[src/rtl/robo_wall_follower.sv]
// Left-hand wall-following controller: one forward/turn/remove command per clock, halts on exit.
// Define ROBO_STEP_COUNT_EN to add a saturating step_count output counting forward pulses.
module robo_wall_follower #(
    parameter int unsigned MAX_REMOVE    = 4,
    parameter int unsigned UNDER_CONFIRM = 2
) (
    input  logic        clock,
    input  logic        reset,
    input  logic        head,
    input  logic        left,
    input  logic        under,
    input  logic        barrier,
    output logic        forward,
    output logic        turn,
`ifdef ROBO_STEP_COUNT_EN
    output logic        remove,
    output logic [15:0] step_count
`else
    output logic        remove
`endif
);

    typedef enum logic [2:0] {
        StSearch,
        StFollow,
        StAdvance,
        StRotate,
        StRemove,
        StDone
    } state_e;

    localparam logic [2:0] MaxRem       = 3'(MAX_REMOVE);
    localparam logic [2:0] UnderConfirm = 3'(UNDER_CONFIRM);

    state_e     state_q, state_d;
    state_e     ret_state_q, ret_state_d;
    logic [1:0] turn_cnt_q, turn_cnt_d;
    logic [2:0] rem_cnt_q, rem_cnt_d;
    logic [2:0] under_cnt_q, under_cnt_d;
    logic       fwd_d, turn_d, rem_d;

    always_comb begin
        state_d     = state_q;
        ret_state_d = ret_state_q;
        turn_cnt_d  = turn_cnt_q;
        rem_cnt_d   = rem_cnt_q;
        fwd_d       = 1'b0;
        turn_d      = 1'b0;
        rem_d       = 1'b0;

        if (!under) begin
            under_cnt_d = 3'd0;
        end else if (under_cnt_q == 3'd7) begin
            under_cnt_d = 3'd7;
        end else begin
            under_cnt_d = under_cnt_q + 3'd1;
        end

        // A confirmed exit overrides every other rule this cycle.
        if (state_q != StDone && under_cnt_d >= UnderConfirm) begin
            state_d = StDone;
        end else begin
            unique case (state_q)
                StSearch: begin
                    if (barrier) begin
                        ret_state_d = StSearch;
                        state_d     = StRemove;
                    end else if (!head) begin
                        fwd_d = 1'b1;
                    end else begin
                        turn_d     = 1'b1;
                        turn_cnt_d = 2'd3;
                        state_d    = StRotate;
                    end
                end
                StFollow: begin
                    if (!left) begin
                        turn_d  = 1'b1;
                        state_d = StAdvance;
                    end else if (barrier) begin
                        ret_state_d = StFollow;
                        state_d     = StRemove;
                    end else if (!head) begin
                        fwd_d = 1'b1;
                    end else begin
                        turn_d     = 1'b1;
                        turn_cnt_d = 2'd3;
                        state_d    = StRotate;
                    end
                end
                StAdvance: begin
                    if (barrier) begin
                        ret_state_d = StAdvance;
                        state_d     = StRemove;
                    end else if (!head) begin
                        fwd_d   = 1'b1;
                        state_d = StFollow;
                    end else begin
                        state_d = StFollow;
                    end
                end
                StRotate: begin
                    // The entry edge issues the first of three turns; count 3 -> 2 -> 1.
                    turn_d = 1'b1;
                    if (turn_cnt_q <= 2'd2) begin
                        turn_cnt_d = 2'd0;
                        state_d    = StFollow;
                    end else begin
                        turn_cnt_d = turn_cnt_q - 2'd1;
                    end
                end
                StRemove: begin
                    if (!barrier) begin
                        rem_cnt_d = 3'd0;
                        state_d   = ret_state_q;
                    end else if (rem_cnt_q < MaxRem) begin
                        rem_d     = 1'b1;
                        rem_cnt_d = rem_cnt_q + 3'd1;
                    end else begin
                        rem_cnt_d  = 3'd0;
                        turn_d     = 1'b1;
                        turn_cnt_d = 2'd3;
                        state_d    = StRotate;
                    end
                end
                StDone: begin
                    state_d = StDone;
                end
                default: begin
                    state_d = StSearch;
                end
            endcase
        end
    end

    always_ff @(posedge clock or negedge reset) begin
        if (!reset) begin
            state_q     <= StSearch;
            ret_state_q <= StSearch;
            turn_cnt_q  <= 2'd0;
            rem_cnt_q   <= 3'd0;
            under_cnt_q <= 3'd0;
            forward     <= 1'b0;
            turn        <= 1'b0;
            remove      <= 1'b0;
        end else begin
            state_q     <= state_d;
            ret_state_q <= ret_state_d;
            turn_cnt_q  <= turn_cnt_d;
            rem_cnt_q   <= rem_cnt_d;
            under_cnt_q <= under_cnt_d;
            forward     <= fwd_d;
            turn        <= turn_d;
            remove      <= rem_d;
        end
    end

`ifdef ROBO_STEP_COUNT_EN
    always_ff @(posedge clock or negedge reset) begin
        if (!reset) begin
            step_count <= 16'd0;
        end else if (fwd_d && step_count != 16'hFFFF) begin
            step_count <= step_count + 16'd1;
        end
    end
`endif

endmodule

[config.mk]
export PLATFORM = sky130hd
export DESIGN_NAME = robo_wall_follower
export DESIGN_NICKNAME = d
export VERILOG_FILES = /design/src/rtl/robo_wall_follower.sv
export SDC_FILE = /design/constraint.sdc
export NUM_CORES = 1
export LEC_CHECK = 0
export CAP_MARGIN = 10
export CORE_MARGIN = 5
export CORE_UTILIZATION = 30
export DETAILED_ROUTE_END_ITERATION = 10
export MAX_ROUTING_LAYER = met4
export PLACE_DENSITY_LB_ADDON = 0.12
export SKIP_CTS_REPAIR_TIMING = 1
export SYNTH_ARGS = -nofsm -noshare
export SYNTH_HDL_FRONTEND = slang
export SYNTH_SLANG_ARGS = --single-unit
[constraint.sdc]
create_clock -name clock -period 3.4 [get_ports clock]
set_clock_uncertainty 0.1 [all_clocks]
set_input_delay 0.51 -clock clock [delete_from_list [all_inputs] [get_ports clock]]
set_output_delay 0.51 -clock clock [all_outputs]
set_load 0.02 [all_outputs]
* Word level (Yosys, flattened, before mapping) *
Index checks and enable logic that the tools add are counted.

storage, ports and cells
  word-level logic and storage cells = 80
  output and inout bits = 3
  input port bits = 6
  register bits = 17

operators by class
  magnitude comparators = 3
  equal/unequal tests = 15
  add/subtract/negate cells = 3
  multiplexer cells = 41
  reductions and logical operators = 9
  bitwise operators = 1

operators with widths
  operator                                                               count
  3-bit two-way mux                                                      16
  3-bit one-hot mux with 6 select lines                                  1
  1-bit two-way mux                                                      14
  2-bit two-way mux                                                      6
  2-bit != test, second input constant                                   6
  3-bit == test, second input constant                                   3
  3-bit one-hot mux with 3 select lines                                  1
  2-bit one-hot mux with 4 select lines                                  1
  3-bit by 1-bit adder with 3-bit output, second input constant          2
  3-bit by 2-bit == test with 1-bit output, second input constant        2
  3-bit != test, second input constant                                   2
  6-bit AND reduction                                                    1
  5-bit AND reduction                                                    1
  4-bit != test, second input constant                                   1
  1-bit one-hot mux with 4 select lines                                  1
  2-bit AND reduction                                                    2
  4-bit nonzero test                                                     1
  3-bit by 1-bit == test with 1-bit output, second input constant        1
  3-bit by 2-bit >= comparator with 1-bit output, second input constant  1
  3-bit zero test                                                        1
  3-bit < comparator, second input constant                              1
  3-bit nonzero test                                                     1
  2-bit <= comparator, second input constant                             1
  1-bit one-hot mux with 2 select lines                                  1
  other kinds (4)                                                        4

* Depth between registers and ports, before layout *
Gate-level depths: netlist (run 1).

  word-level depth = 7
  mapped depth = 5
  mapped depth without buffers = 5

* Worst setup path after synthesis (run 1) *
No wires, ideal clock.

  path type = register to register
  from = reg under_cnt_q[0]
  to = reg ret_state_q[0]
  cell stages (with the launch flop) = 6
  data required time = 3.175 ns
  setup slack = 1.520 ns
  data arrival time = 1.654 ns
  library setup time = 0.125 ns
  clock period less this slack = 1.880 ns
  cell sequence = dfrtp_1 > ha_1 > o31a_4 > a211oi_2 > and2_4 > mux2_4

on the way
  cells in the longest elaborated chain, start to end = 7
  elaborated cells between the ends (all ways) = 8
  those cells by class = 1 x add/sub; 1 x order compare; 1 x eq/ne; 2 x mux; 1 x bitwise; 2 x reduce/logical

ends and longest elaborated chain
  element                                                                  line    text
  from (decl)                                                              39      logic [2:0] under_cnt_q, under_cnt_d;
  from (signal assigned)                                                   151     under_cnt_q <= under_cnt_d;
  3-bit by 1-bit adder with 3-bit output or 3-bit == test (tied branches)  56, 53
  3-bit two-way mux (*)                                                    53      end else if (under_cnt_q == 3'd7) begin
  3-bit two-way mux (*)                                                    51      if (!under) begin
  3-bit by 2-bit >= comparator with 1-bit output (*)                       60      if (state_q != StDone && under_cnt_d >= UnderConfirm) begin
  1-bit logical AND (*)                                                    60
  1-bit inverter (no source line) (*)                                      --
  6-bit AND reduction (no source line) (*)                                 --
  to (signal assigned)                                                     139     ret_state_q <= StSearch;
  to (signal assigned)                                                     148     ret_state_q <= ret_state_d;
  to (decl)                                                                36      state_e ret_state_q, ret_state_d;

Every way passes the cells marked *; elsewhere a longest branch is shown, timed or not.
A chain may end at the register's enable or synchronous reset.

* Final worst setup path (run 1) *
Same ends and word-level chain as after synthesis.

==> impl_metrics.ini, run 1 <==
[outcome]
outcome = finished, final reports clean

[hold_path]
hold_path_class = reg2reg

[timing]
fmax_mhz = 505
setup_viol = 0
final.setup.tns_ns = 0
min_period_over_period_pct = 58.3
rsz0062_at_grt = false
finalMaxSlewViolations = 0
relSlewSlack_pct = 50.6
hold_viol_final = 0
worst_pin_slew_ns = 0.739
fin_crit_ns = 1.98

[die]
die_y_microns = 63.2
dieWidth_microns = 63.2
die-area_sq_um = 3990
rows = 19
core_sq_um = 2730
start_util_pct = 31.0
ioPinCount = 9

[yosys]
syn-cell-area_sq_um = 848
yosys-top-cells-count = dfrtp_1 (16), nand2_1 (8), o21ai_0 (6)
syn_nets = 90
ys_warn_count = 0
ys.flop_type = dfrtp_1
synthMostInstantiatedCell = dfrtp_1
synth_edf_count = 0
postSynthCellCount = 82
synth.largest_area_cell = dfrtp_1
yosysSeqAreaShare_pct = 47.2
async_flop_share_pct = 100
synth_area_leaders = dfrtp_1 (47%), o21ai_0 (3.5%), mux2_4 (3.5%)
synthDominantCellAreaShare_pct = 47.2
synth_cell_types = 32
synth_area_per_cell_sq_um = 10.3
ys_seq_elements = 16

[critical_path]
cp_max_fo = 8
criticalPathCategory = reg2reg
endpoint_kind = flip-flop
cp.arrival_ns = 2.06
max_stage_delay_ns = 0.40
start_kind = flip-flop
cp_slowest_cell = dfrtp_1
cp.required_ns = 3.48
crit_chain = ha_1 > o31a_4 > a211oi_2 > and2_4 > mux2_4

[routing]
ant_nets = 0
dr.pass1.iters = 4
via_count = 629
avgRoutedWirePerCell_microns = 13.5
drtIter0Drc = 14
via_per_inst = 5.20
drc = 0
totalWireLength_mm = 1.64

[power_and_ir_drop]
switching_share_pct = 36.0
comb_power_share_pct = 34.6
p_per_area_nw_per_um2 = 682
internal_power_w = 0.000430
clkPwrFrac_pct = 19.3
p_leak_nw = 0.424
seqPwrFrac_pct = 46.2
switchingPower_w = 0.000242
ir_worst_vdd_mv = 0.291

[clocking]
clk_pin_slew_ns = 0.10
cts_root_buf = clkbuf_4
numCtsBuffers = 3
worst_skew_pair.late_latency_ns = 0.29
cts.path.max_buffers = 2
h-tree-depth = 1
cts.sinks = 16
cts_tree = built

[placement]
hpwlAfterDp_mm = 1.22
numPortBuffers = 8
gp_congestion = 0.773

[global_routing]
track_usage_pct = 9.11
grt_max_degree = 17
grt_overflow_total = 0
antenna_found_initial = 0
grt_first_pass_wirelength_mm = 2.84
grt_pass1_vias = 636

[cells_and_area]
fin_nets = 99
fin_util_pct = 36.0
layout-drive-gt1-share_pct = 13.3
layout-area-overhead-vs-synth_pct = 16.1
n_antenna_cell = 0

[job]
drv_cap = 0
[routing by layer]
metal / global-route usage (%) / vias up / wire [microns]
li1: - / 313 / -
met1: 11.4 / 306 / 769
met2: 14.0 / 8 / 772
met3: 3.91 / 2 / 82
met4: 1.56 / 0 / 14
met5: - / - / 0
[kinds of logic after synthesis]
family                   count (synthesis)  share of synthesized area (%)
buffers and inverters                    7                           3.54
adder cells (fa/ha/maj)                  2                           2.95
multiplexers                             3                           4.72
flip-flops                              16                           47.2
AND/OR/NAND/NOR                         28                           18.9
AO/OA/AOI/OAI                           26                           22.7
[final timing paths]
| check | start | end | slack, ns | cells after the start |
|---|---|---|---|---|
| hold / removal | under_cnt_q[0] | under_cnt_q[0] | 0.37 | 1 |
| setup reg to reg | under_cnt_q[0] | ret_state_q[0] | 1.42 | 5 |
| hold reg to reg | under_cnt_q[0] | under_cnt_q[0] | 0.37 | 1 |
| min in group asynchronous | reset | turn | 0.55 | 1 |
| max in group asynchronous | reset | turn_cnt_q[0] | 2.19 | 1 |
| setup / recovery | under_cnt_q[0] | ret_state_q[0] | 1.42 | 5 |
[sequential cells by signal, summed over array words and instances (netlist names)]
| name | flops |
|---|---|
| rem_cnt_q | 3 |
| turn_cnt_q | 2 |
| ret_state_q | 2 |
| under_cnt_q | 3 |
| turn | 1 |
| forward | 1 |
| remove | 1 |
| state_q | 3 |
[per-stage QoR]
step	power, W	hold slack, ns	instances	setup WS, ns	cell area [sq um]
2_1_floorplan	0.000489	0.114	82	1.52	848
3_3_place_gp	0.000551	0.362	117	1.21	948
3_5_place_dp	0.000549	0.361	117	1.18	948
4_1_cts	0.000680	0.376	121	1.41	985
5_1_grt	0.000730	0.405	121	1.35	985
6_report	0.000671	0.373	121	1.42	985
[placed cells by master, fill, tap and decap left out]
cell	n
or2_2	1
a211o_2	1
nor2b_1	2
inv_1	3
o311a_1	1
ha_1	2
and2_4	1
o31ai_1	3
nor2_1	3
nand2_1	8
clkbuf_4	3
a21oi_1	4
nand4b_1	1
a22o_1	1
nand2b_1	4
dfrtp_1	16
nor3b_2	1
nand3b_1	1
o31a_4	1
clkbuf_8	1
nand3_1	2
a21boi_0	1
a211oi_1	2
a2bb2oi_1	1
mux2_4	2
a211oi_2	1
o21a_1	3
o21ai_0	6
clkdlybuf4s50_1	8
nand4_1	2
a22oi_1	1
nor3b_1	2
mux2i_1	1
[power by group through the flow]
stage / registers (W) / clock network, W / logic, W
detailed placement: 0.000314 / 0 / 0.000235
CTS: 0.000310 / 0.000134 / 0.000235
global placement: 0.000317 / 0 / 0.000234
finish: 0.000310 / 0.000129 / 0.000232
global route: 0.000322 / 0.000145 / 0.000263
floorplan: 0.000279 / 0 / 0.000210
[worst max-delay path, delay by kind of cell (launching register included)]
family | cells | cell delay, ns
flip-flops | 1 | 0.40
AO/OA/AOI/OAI | 2 | 0.57
adder cells (fa/ha/maj) | 1 | 0.34
AND/OR/NAND/NOR | 1 | 0.19
multiplexers | 1 | 0.29
[cell type report]
class / instances / area, sq um
sequential: 16 / 400
inverter: 3 / 11.3
fill: 281 / 1750
multi-input combinational: 59 / 418
tap: 31 / 38.8
clock buffer: 4 / 36.3
timing repair buffer: 8 / 80.1
No activity file was read; power rests on OpenSTA's default activity.
==> inputs of run 2 (changes only) <==
==> constraint.sdc (replaced) <==
create_clock -name clock -period 1.9 [get_ports clock]
set_clock_uncertainty 0.1 [all_clocks]
set_input_delay 0.285 -clock clock [delete_from_list [all_inputs] [get_ports clock]]
set_output_delay 0.285 -clock clock [all_outputs]
set_load 0.02 [all_outputs]
==> impl_metrics.ini, run 2 (synthesis gave the netlist of run 1 again) <==
[cells_and_area]
final_common_cell = dfrtp_1
fillers = 283
final_cell_mix = dfrtp_1 (16), buf_4 (9), nand2_1 (8), clkdlybuf4s50_1 (8), o21ai_0 (6)
seq_area_sq_um = 400
layoutNonFillerInstCount = 130
layout-drive-gt1-share_pct = 22.2
fin_nets = 108
layout-area-overhead-vs-synth_pct = 25.5
multi_input_area_sq_um = 430
largestRegisters = rem_cnt_q x3, state_q x3, under_cnt_q x3
n_antenna_cell = 0

[critical_path]
max_stage_delay_ns = 0.42
criticalPathCategory = reg2reg
endpoint_kind = flip-flop
cp_max_fo = 2
cp.required_ns = 1.98
crit_chain = ha_4 > o31a_4 > a211oi_2 > and2_4 > mux2_4
crit_family = compound AO/OA/AOI/OAI gates
start_kind = flip-flop
cp.arrival_ns = 1.87
path_buf_inv = 0
cp_slowest_cell = dfrtp_1

[global_routing]
grt_first_pass_wirelength_mm = 3.31
grt_pass1_vias = 702
grt_max_degree = 17
track_usage_pct = 10.7
antenna_found_initial = 0
grt_overflow_total = 0

[timing]
rsz0062_at_grt = false
hold_ws_ns = 0.207
worst_pin_slew_ns = 0.353
min_period_over_period_pct = 94.4
hold_viol_final = 0
fmax_mhz = 557
relSlewSlack_pct = 76.5
finalMaxSlewViolations = 0
fin_crit_ns = 1.79
setup_viol = 0
setup_slack_ns = 0.106

[clocking]
h-tree-depth = 1
worst_skew_pair.late_latency_ns = 0.28
cts_root_buf = clkbuf_4
clk_pin_slew_ns = 0.10
cts.sinks = 16
numCtsBuffers = 3
cts_tree = built
cts.path.max_buffers = 2

[power_and_ir_drop]
p_leak_nw = 0.467
p_per_area_nw_per_um2 = 1190
clkPwrFrac_pct = 18.0
finalPower_w = 0.00127
comb_power_share_pct = 40.7
seqPwrFrac_pct = 41.3
ir_worst_vdd_mv = 0.544
switching_share_pct = 35.5
internal_power_w = 0.000816
switchingPower_w = 0.000449

[placement]
hpwlAfterDp_mm = 1.36
dp.cells = 126
numPortBuffers = 8
pre_cts_ws_ns = 0.00872
gp_congestion = 0.730

[routing]
totalWireLength_mm = 1.83
dr.pass1.iters = 4
via_per_inst = 5.12
drc = 0
drtIter0Drc = 19
avgRoutedWirePerCell_microns = 14.1
ant_nets = 0
via_count = 666

[hold_path]
hold_path_class = in2async

[outcome]
outcome = finished, final reports clean

[die]
die_y_microns = 63.2
ioPinCount = 9
rows = 19
die-area_sq_um = 3990
core_sq_um = 2730
dieWidth_microns = 63.2
start_util_pct = 31.0

[job]
drv_cap = 0
-- run 2: cell count changes in the layout (fill, tap and decap cells not counted) --
cell and delta:
ha_4 +1, buf_4 +9, ha_1 -1
-- run 2: final timing paths --
| path | start | to | slack [ns] | cells past startpoint |
|---|---|---|---|---|
| min in group clock | rem_cnt_q[0] | rem_cnt_q[0] | 0.41 | 1 |
| worst min-delay path | reset | ret_state_q[0] | 0.21 | 2 |
| max in group asynchronous | reset | remove | 1.31 | 2 |
| worst min register to register | rem_cnt_q[0] | rem_cnt_q[0] | 0.41 | 1 |
| worst max register to register | under_cnt_q[0] | ret_state_q[0] | 0.11 | 5 |
| worst max-delay path | under_cnt_q[0] | ret_state_q[0] | 0.11 | 5 |
-- run 2: worst register-to-register path, delay by kind of cell, from the launching register on --
| kind | cells | cell delay, ns |
|---|---|---|
| fa+ha+maj | 1 | 0.25 |
| simple gates | 1 | 0.19 |
| mux | 1 | 0.29 |
| compound gates | 2 | 0.44 |
| flops | 1 | 0.42 |
-- run 2: power groups by stage --
stage | clock network (W) | registers [W] | logic [W]
finish | 0.000228 | 0.000522 | 0.000515
global route | 0.000259 | 0.000536 | 0.000578
CTS | 0.000240 | 0.000519 | 0.000515
detailed placement | 0 | 0.000528 | 0.000509
global placement | 0 | 0.000528 | 0.000509
floorplan | 0 | 0.000499 | 0.000376
-- run 2: stage by stage --
step,setup TNS [ns],cell area (sq um),util [%]
after CTS,-0.0346,1050,38.5
after global placement,0,1020,37.2
after detailed placement,0,1020,37.2
after global routing,0,1060,38.9
final,0,1060,38.9
after floorplan,0,848,-
-- run 2: cell type report --
cell class / count / share of cell area [%]
multi-input cells: 59 / 40.4
flip-flops and latches: 16 / 37.6
repair buffers: 17 / 13.9
well taps: 31 / 3.64
clock buffers: 4 / 3.41
inverters: 3 / 1.06
-- run 2: per-layer routing --
| layer | up-vias | wire, microns | GRT usage [%] |
|---|---|---|---|
| met5 | - | 0 | - |
| met4 | 0 | 19 | 5.45 |
| met3 | 2 | 75 | 2.31 |
| met2 | 10 | 860 | 15.4 |
| met1 | 321 | 877 | 14.0 |
| li1 | 333 | - | - |
==> inputs of run 3 (changes only) <==
--- a/config.mk
+++ b/config.mk
@@ -12,6 +12,7 @@
 export MAX_ROUTING_LAYER = met4
 export PLACE_DENSITY_LB_ADDON = 0.12
 export SKIP_CTS_REPAIR_TIMING = 1
+export SKIP_LAST_GASP = 1
 export SYNTH_ARGS = -nofsm -noshare
 export SYNTH_HDL_FRONTEND = slang
 export SYNTH_SLANG_ARGS = --single-unit
==> results of run 3 <==
No change in the layout: final DEF, timing and power equal those of run 2.
